### config.mk
export PLATFORM = sky130hd
export DESIGN_NAME = instruction_fetch_unit
export DESIGN_NICKNAME = d
export VERILOG_FILES = /design/src/rtl/instruction_fetch_unit.sv
export SDC_FILE = /design/constraint.sdc
export NUM_CORES = 1
export LEC_CHECK = 0
export ABC_AREA = 1
export ABC_CLOCK_PERIOD_IN_PS = 1100
export BUFFER_PORTS_ARGS = -buffer_cell sky130_fd_sc_hd__buf_2
export CORE_MARGIN = 5
export CORE_UTILIZATION = 42
export DETAILED_ROUTE_END_ITERATION = 12
export GPL_TIMING_DRIVEN = 0
export PLACE_DENSITY = 0.8
export SLEW_MARGIN = 20
export SYNTH_ARGS = -nofsm -noshare
export SYNTH_HDL_FRONTEND = slang
export SYNTH_SLANG_ARGS = --single-unit
### constraint.sdc
create_clock -name Clock -period 1.1 [get_ports Clock]
set_input_delay 0.165 -clock Clock [delete_from_list [all_inputs] [get_ports Clock]]
set_output_delay 0.165 -clock Clock [all_outputs]
set_load 0.005 [all_outputs]
### src/rtl/instruction_fetch_unit.sv
// Fetch stage for MiniALU: PC drives the combinational ROM and fields are registered. Address-to-issue latency is 1 cycle; JMP costs one bubble.
// iStall freezes the PC and the issued fields. FETCH_NOP_DELAY_EN turns a NOP literal N into N wait bubbles with oWaiting high.
module instruction_fetch_unit #(
  parameter logic [15:0] PC_RESET   = 16'd0,
  parameter int          WAIT_WIDTH = 24,
  parameter logic [3:0]  OP_NOP     = 4'd0,
  parameter logic [3:0]  OP_JMP     = 4'd12
) (
  input  logic        Clock,
  input  logic        Reset,
  output logic [15:0] oAddress,
  input  logic [27:0] iInstruction,
  input  logic        iStall,
  input  logic        iBranchTaken,
  input  logic [15:0] iBranchTarget,
  output logic        oValid,
  output logic [3:0]  oOpcode,
  output logic [7:0]  oDest,
  output logic [7:0]  oSrc1,
  output logic [7:0]  oSrc0,
  output logic [15:0] oLiteral,
  output logic        oWaiting
);

  if (WAIT_WIDTH < 1 || WAIT_WIDTH > 24) begin : g_width_check
    $error("WAIT_WIDTH must lie within the 24-bit NOP literal");
  end

  logic [15:0] pc;
  logic        valid;
  logic [3:0]  opcode;
  logic [7:0]  dest;
  logic [7:0]  src1;
  logic [7:0]  src0;
  logic [15:0] literal;
  logic        is_jmp;
  logic        in_wait;

  assign is_jmp = (iInstruction[27:24] == OP_JMP);

`ifdef FETCH_NOP_DELAY_EN
  typedef enum logic {ST_FETCH, ST_WAIT} state_t;

  state_t                state;
  logic [WAIT_WIDTH-1:0] wait_cnt;
  logic                  waiting;
  logic [WAIT_WIDTH-1:0] nop_len;
  logic                  is_nop;

  assign nop_len = iInstruction[WAIT_WIDTH-1:0];
  assign is_nop  = (iInstruction[27:24] == OP_NOP);
  assign in_wait = (state == ST_WAIT);

  // oWaiting marks exactly the bubble cycles, not the cycle the NOP itself is issued
  always_ff @(posedge Clock) begin
    if (Reset) begin
      state    <= ST_FETCH;
      wait_cnt <= '0;
      waiting  <= 1'b0;
    end else if (iBranchTaken) begin
      state    <= ST_FETCH;
      wait_cnt <= '0;
      waiting  <= 1'b0;
    end else if (state == ST_WAIT) begin
      waiting  <= 1'b1;
      wait_cnt <= wait_cnt - 1'b1;
      if (wait_cnt == WAIT_WIDTH'(1))
        state <= ST_FETCH;
    end else begin
      waiting <= 1'b0;
      if (!iStall && is_nop && (nop_len != '0)) begin
        state    <= ST_WAIT;
        wait_cnt <= nop_len;
      end
    end
  end

  assign oWaiting = waiting;
`else
  assign in_wait  = 1'b0;
  assign oWaiting = 1'b0;
`endif

  // Priority: reset, redirect, wait bubble, stall, local JMP, then normal issue
  always_ff @(posedge Clock) begin
    if (Reset) begin
      pc      <= PC_RESET;
      valid   <= 1'b0;
      opcode  <= '0;
      dest    <= '0;
      src1    <= '0;
      src0    <= '0;
      literal <= '0;
    end else if (iBranchTaken) begin
      pc    <= iBranchTarget;
      valid <= 1'b0;
    end else if (in_wait) begin
      valid <= 1'b0;
    end else if (iStall) begin
      pc    <= pc;
      valid <= valid;
    end else if (is_jmp) begin
      pc    <= {8'b0, iInstruction[23:16]};
      valid <= 1'b0;
    end else begin
      pc      <= pc + 16'd1;
      valid   <= 1'b1;
      opcode  <= iInstruction[27:24];
      dest    <= iInstruction[23:16];
      src1    <= iInstruction[15:8];
      src0    <= iInstruction[7:0];
      literal <= iInstruction[15:0];
    end
  end

  assign oAddress = pc;
  assign oValid   = valid;
  assign oOpcode  = opcode;
  assign oDest    = dest;
  assign oSrc1    = src1;
  assign oSrc0    = src0;
  assign oLiteral = literal;

endmodule

Word level (Yosys, flattened, before mapping)
Cells that the tools add are included.
Widths: inputs -> output; s select.
Storage, ports and cells
  flip-flop bits (word level): 61
  input bits: 48
  output and inout bits: 62
Operators by class
  $add $sub $neg: 1
  equality and inequality tests: 2
  muxes and demuxes: 4
  bitwise logic cells: 3
  reduce and logical (&&, ||, !) cells: 2
Operator list (number)
  $mux 16: 3
  $add 16x1->16 const B: 1
  $eq 4x4->1 const B: 1
  $not 1->1: 3
  $reduce_and 3->1: 1
  $ne 2x1->1 const B: 1
  $reduce_or 2->1: 1
  $mux 1: 1

Logic depth before layout (Yosys ltp)
  depth in word-level cells: 4
  mapped depth: 9

Worst setup path after synthesis
No wires, ideal clock.
  path type: reg-to-reg
  start: register pc[0] (netlist: oAddress[0])
  end: register pc[14] (netlist: oAddress[14])
  setup time: 0.134 ns
  arrival: 1.139 ns
  data required time: 0.966 ns
  slack: -0.172 ns
  stages on the path, launching flop included: 9
  buffers on the path: 0
  cell sequence: dfxtp_1 ha_1 nand2_1 nor2_2 nand2_1 inv_1 nand3_1 nand3_2 a21oi_1
Between the ends
  longest elaborated chain between the ends: 4
Ends and longest elaborated chain
  start, declared: line 29  | logic [15:0] pc;
  start signal, assigned: line 95  | pc <= iBranchTarget;
  start signal, assigned: line 100  | pc <= pc;
  start signal, assigned: line 103  | pc <= {8'b0, iInstruction[23:16]};
  $add 16x1->16: line 106  | pc <= pc + 16'd1;
  $mux 16: line 102  | end else if (is_jmp) begin
  $mux 16: line 99  | end else if (iStall) begin
  $mux 16: line 94  | end else if (iBranchTaken) begin
No other way between the ends. The select of a mux whose other input is x is not followed.
A chain may end at the register's enable or synchronous reset.

Final worst setup path
  start: register pc[4] (netlist: oAddress[4])
  end: register pc[6] (netlist: oAddress[6])
The elaborated chain is that of the path after synthesis.

==> results.py <==
metrics = {
    "finish": {
        "stdcell_area_um2": 3190,
        "final_common_cell": "buf_2",
        "mostFrequentLayoutCells": "110 x buf_2, 62 x nor2_1, 42 x nand2_1",
        "drive_gt1_share_pct": 42.8,
        "final-seq-area_um2": 922,
        "num-fill-cells": 481,
        "layout.nets": 499,
        "num_antenna_cells": 0,
        "areaGrowthSynthToFinish_pct": 40.4,
        "multi_input_area_um2": 1110,
    },
    "setup_path": {
        "worstSetupStartpointType": "flip-flop",
        "r2r_start": "oAddress[4]",
        "crit_required_ns": 1.32,
        "startpoint": "oAddress[4]",
        "rrSetupSlack_ns": -0.16,
        "worst_setup_path_end_kind": "flip-flop",
        "crit_fanout": 4,
        "worst-endpoint-arrival_ns": 1.49,
        "rr_worst_depth": 7,
        "rr_endpoint": "oAddress[6]",
        "critPathKind": "flip-flop to flip-flop",
        "critPathCapture": "oAddress[6]",
    },
    "routing": {
        "vias": 2553,
        "dr.first_iter.drc_count": 122,
        "ant_nets": 0,
        "via_per_inst": 4.90,
        "wl_per_cell_um": 13.1,
        "dr.pass1.iters": 4,
        "routed_wl_mm": 6.84,
        "drc_errors": 0,
    },
    "power": {
        "cellLeakagePower_nw": 1.61,
        "ir_worst_vdd_mv": 0.490,
        "p_int_mw": 2.63,
        "switching_share_pct": 28.5,
        "p_sw_mw": 1.05,
        "power.density_nw_per_um2": 1150,
        "pwr-share-clk_pct": 29.8,
        "p_comb_share_pct": 20.2,
        "seqPwrFrac_pct": 50.0,
    },
    "floorplan": {
        "start_util_pct": 44.0,
        "die-area_um2": 6990,
        "core_um2": 5170,
        "die_height_um": 83.6,
        "io_pins": 110,
        "die_w_um": 83.6,
        "rows": 26,
    },
    "sta": {
        "hold_violations": 0,
        "holdWs_ns": 0.109,
        "layout_setup_ws_ns": -0.162,
        "fmax_mhz": 792,
        "post-route-min-period_ns": 1.26,
        "fin_crit_sh_pct": 115,
        "relSlewSlack_pct": 61.6,
        "slew_viol_final": 0,
        "setup_viol": 11,
        "finClkSkew_ns": 0.00672,
        "tns_ns": -1.10,
        "worst_pin_slew_ns": 0.576,
        "rsz0062_at_grt": "true",
    },
    "place": {
        "globalplace.congestion": 0.889,
        "post_dp_cell_area_um2": 2950,
        "pre_cts_ws_ns": -0.258,
        "dp_hpwl_mm": 5.09,
        "port_buffers": 108,
    },
    "cts": {
        "ctsRootBufferMaster": "clkbuf_8",
        "clock_tree.buffer_depth": 2,
        "path_clk_slew_ns": 0.09,
        "cts_buffers": 5,
        "htree_levels": 2,
        "cts_tree": "built",
        "insertion_delay_ns": 0.30,
        "clock-sinks": 45,
        "hold_buffers": 0,
    },
    "yosys": {
        "ys_seq_elements": 45,
        "synth.yosys.seq_area_share_pct": 39.6,
        "synth_top_family_by_area": "simple AND/OR/NAND/NOR gates",
        "muxShareOfSynthArea_pct": 0,
        "synth_warnings": 0,
        "yosysUniqueCellTypes": 33,
        "synth_compound_area_share_pct": 18.0,
        "synth_cells": 323,
        "synth-simple-area-share_pct": 26.5,
        "syn_area_per_cell_um2": 7.04,
        "synth_fa_ha_area_share_pct": 0.550,
        "netlist_area_um2": 2270,
        "synth_xor_area_share_pct": 0.770,
        "synth_nets": 372,
    },
    "global_routing": {
        "grt_usage_pct": 19.0,
        "grt_pass1_wl_mm": 11.0,
        "grt_pass1_vias": 2427,
        "grt_max_degree": 15,
        "antenna_found_initial": 0,
        "grt_overflow_total": 0,
    },
    "hold_path": {
        "holdCritPathClass": "input pin to flip-flop",
    },
    "outcome": {
        "failed_checks": "setup timing",
        "status": "finished with violations",
    },
    "job": {
        "cap_violations": 0,
    },
}
-- worst min path at each step --
| stage | startpoint | end | slack (ns) | cells past startpoint |
|---|---|---|---|---|
| 2_1_floorplan | iInstruction[18] | oDest[2] | 0.31 | 2 |
| 3_3_place_gp | iInstruction[9] | oSrc1[1] | 0.41 | 3 |
| 3_5_place_dp | iInstruction[13] | oSrc1[5] | 0.43 | 3 |
| 4_1_cts | iBranchTarget[8] | oAddress[8] | 0.11 | 3 |
| 5_1_grt | iBranchTarget[8] | oAddress[8] | 0.12 | 3 |
| 6_report | iBranchTarget[8] | oAddress[8] | 0.11 | 3 |
-- power by group through the flow --
stage	registers, mW	logic [mW]	clock network, mW
6_report	1.84	0.742	1.10
5_1_grt	1.86	0.831	1.19
4_1_cts	1.83	0.736	1.12
3_5_place_dp	1.88	0.694	0
3_3_place_gp	1.87	0.682	0
2_1_floorplan	1.88	0.366	0
-- worst max-delay path, cell delays in order, from the launching register on --
cell and delay, ns:
dfxtp_2 0.35, nand2_2 0.10, nor2_4 0.06, buf_4 0.13, buf_4 0.12, a21oi_1 0.18
o21ai_2 0.09, a31oi_1 0.15
-- flip-flops by register name (all words and copies together) (netlist names) --
| name | count |
|---|---|
| oAddress | 16 |
| oDest | 8 |
| oSrc1 | 8 |
| oSrc0 | 7 |
| oOpcode | 4 |
| oLiteral | 1 |
| oValid | 1 |
-- layout make-up --
cell class | count | share of cell area, %
Sequential cell | 45 | 28.9
Clock inverter | 2 | 0.431
Multi-Input combinational cell | 217 | 34.9
Timing Repair Buffer | 120 | 20.3
Clock buffer | 6 | 2.59
Inverter | 32 | 3.84
Buffer | 29 | 6.38
Tap cell | 70 | 2.74
-- synth_stat cells, drive strengths merged --
| cell type | instances | share of area [%] |
|---|---|---|
| o211ai | 3 | 0.99 |
| buf | 24 | 8.1 |
| o221ai | 4 | 1.5 |
| dfxtp | 45 | 40 |
| xor2 | 1 | 0.39 |
| clkinv | 1 | 0.16 |
| nand4 | 5 | 1.4 |
| clkbuf | 5 | 0.88 |
| a21oi | 14 | 3.1 |
| nor2 | 70 | 13 |
| conb | 1 | 0.16 |
| xnor2 | 1 | 0.39 |
| ha | 1 | 0.55 |
| o21ai | 42 | 9.2 |
| a211oi | 1 | 0.33 |
| nand3 | 13 | 3.3 |
| nand2 | 51 | 9.0 |
| inv | 31 | 5.2 |
| nand3b | 1 | 0.33 |
| a31oi | 7 | 2.2 |
| o21bai | 2 | 0.66 |
-- through the flow --
| stage | cells | utilization, % | total power [mW] |
|---|---|---|---|
| CTS | 519 | 60.8 | 3.69 |
| floorplan | 323 | - | 2.25 |
| detailed placement | 501 | 56.9 | 2.57 |
| finish | 521 | 61.8 | 3.68 |
| global placement | 501 | 56.9 | 2.55 |
| global route | 521 | 61.8 | 3.87 |
-- timing repair --
action | 4_1_cts | 5_1_grt
pin swaps | 7 | 4
buffers inserted | 10 | 3
resized for setup | 13 | 9
setup endpoints to repair | 12 | 17
-- cells by family after synthesis --
family,count (synthesis)
simple gates,140
xor+xnor,2
fa+ha+maj,1
compound gates,73
buf+inv,61
flops,45
other cells,1
-- per-layer routing --
metal | vias to the layer above | global-route usage [%] | share of wire (%) | wire, um
met5 | - | 0 | 0 | 0
met4 | 0 | 3.95 | 0.67 | 46
met3 | 4 | 5.43 | 7.5 | 516
met2 | 109 | 32.5 | 48 | 3280
met1 | 1150 | 23.7 | 44 | 2990
li1 | 1290 | - | - | -
No activity file was read; power rests on OpenSTA's default activity.
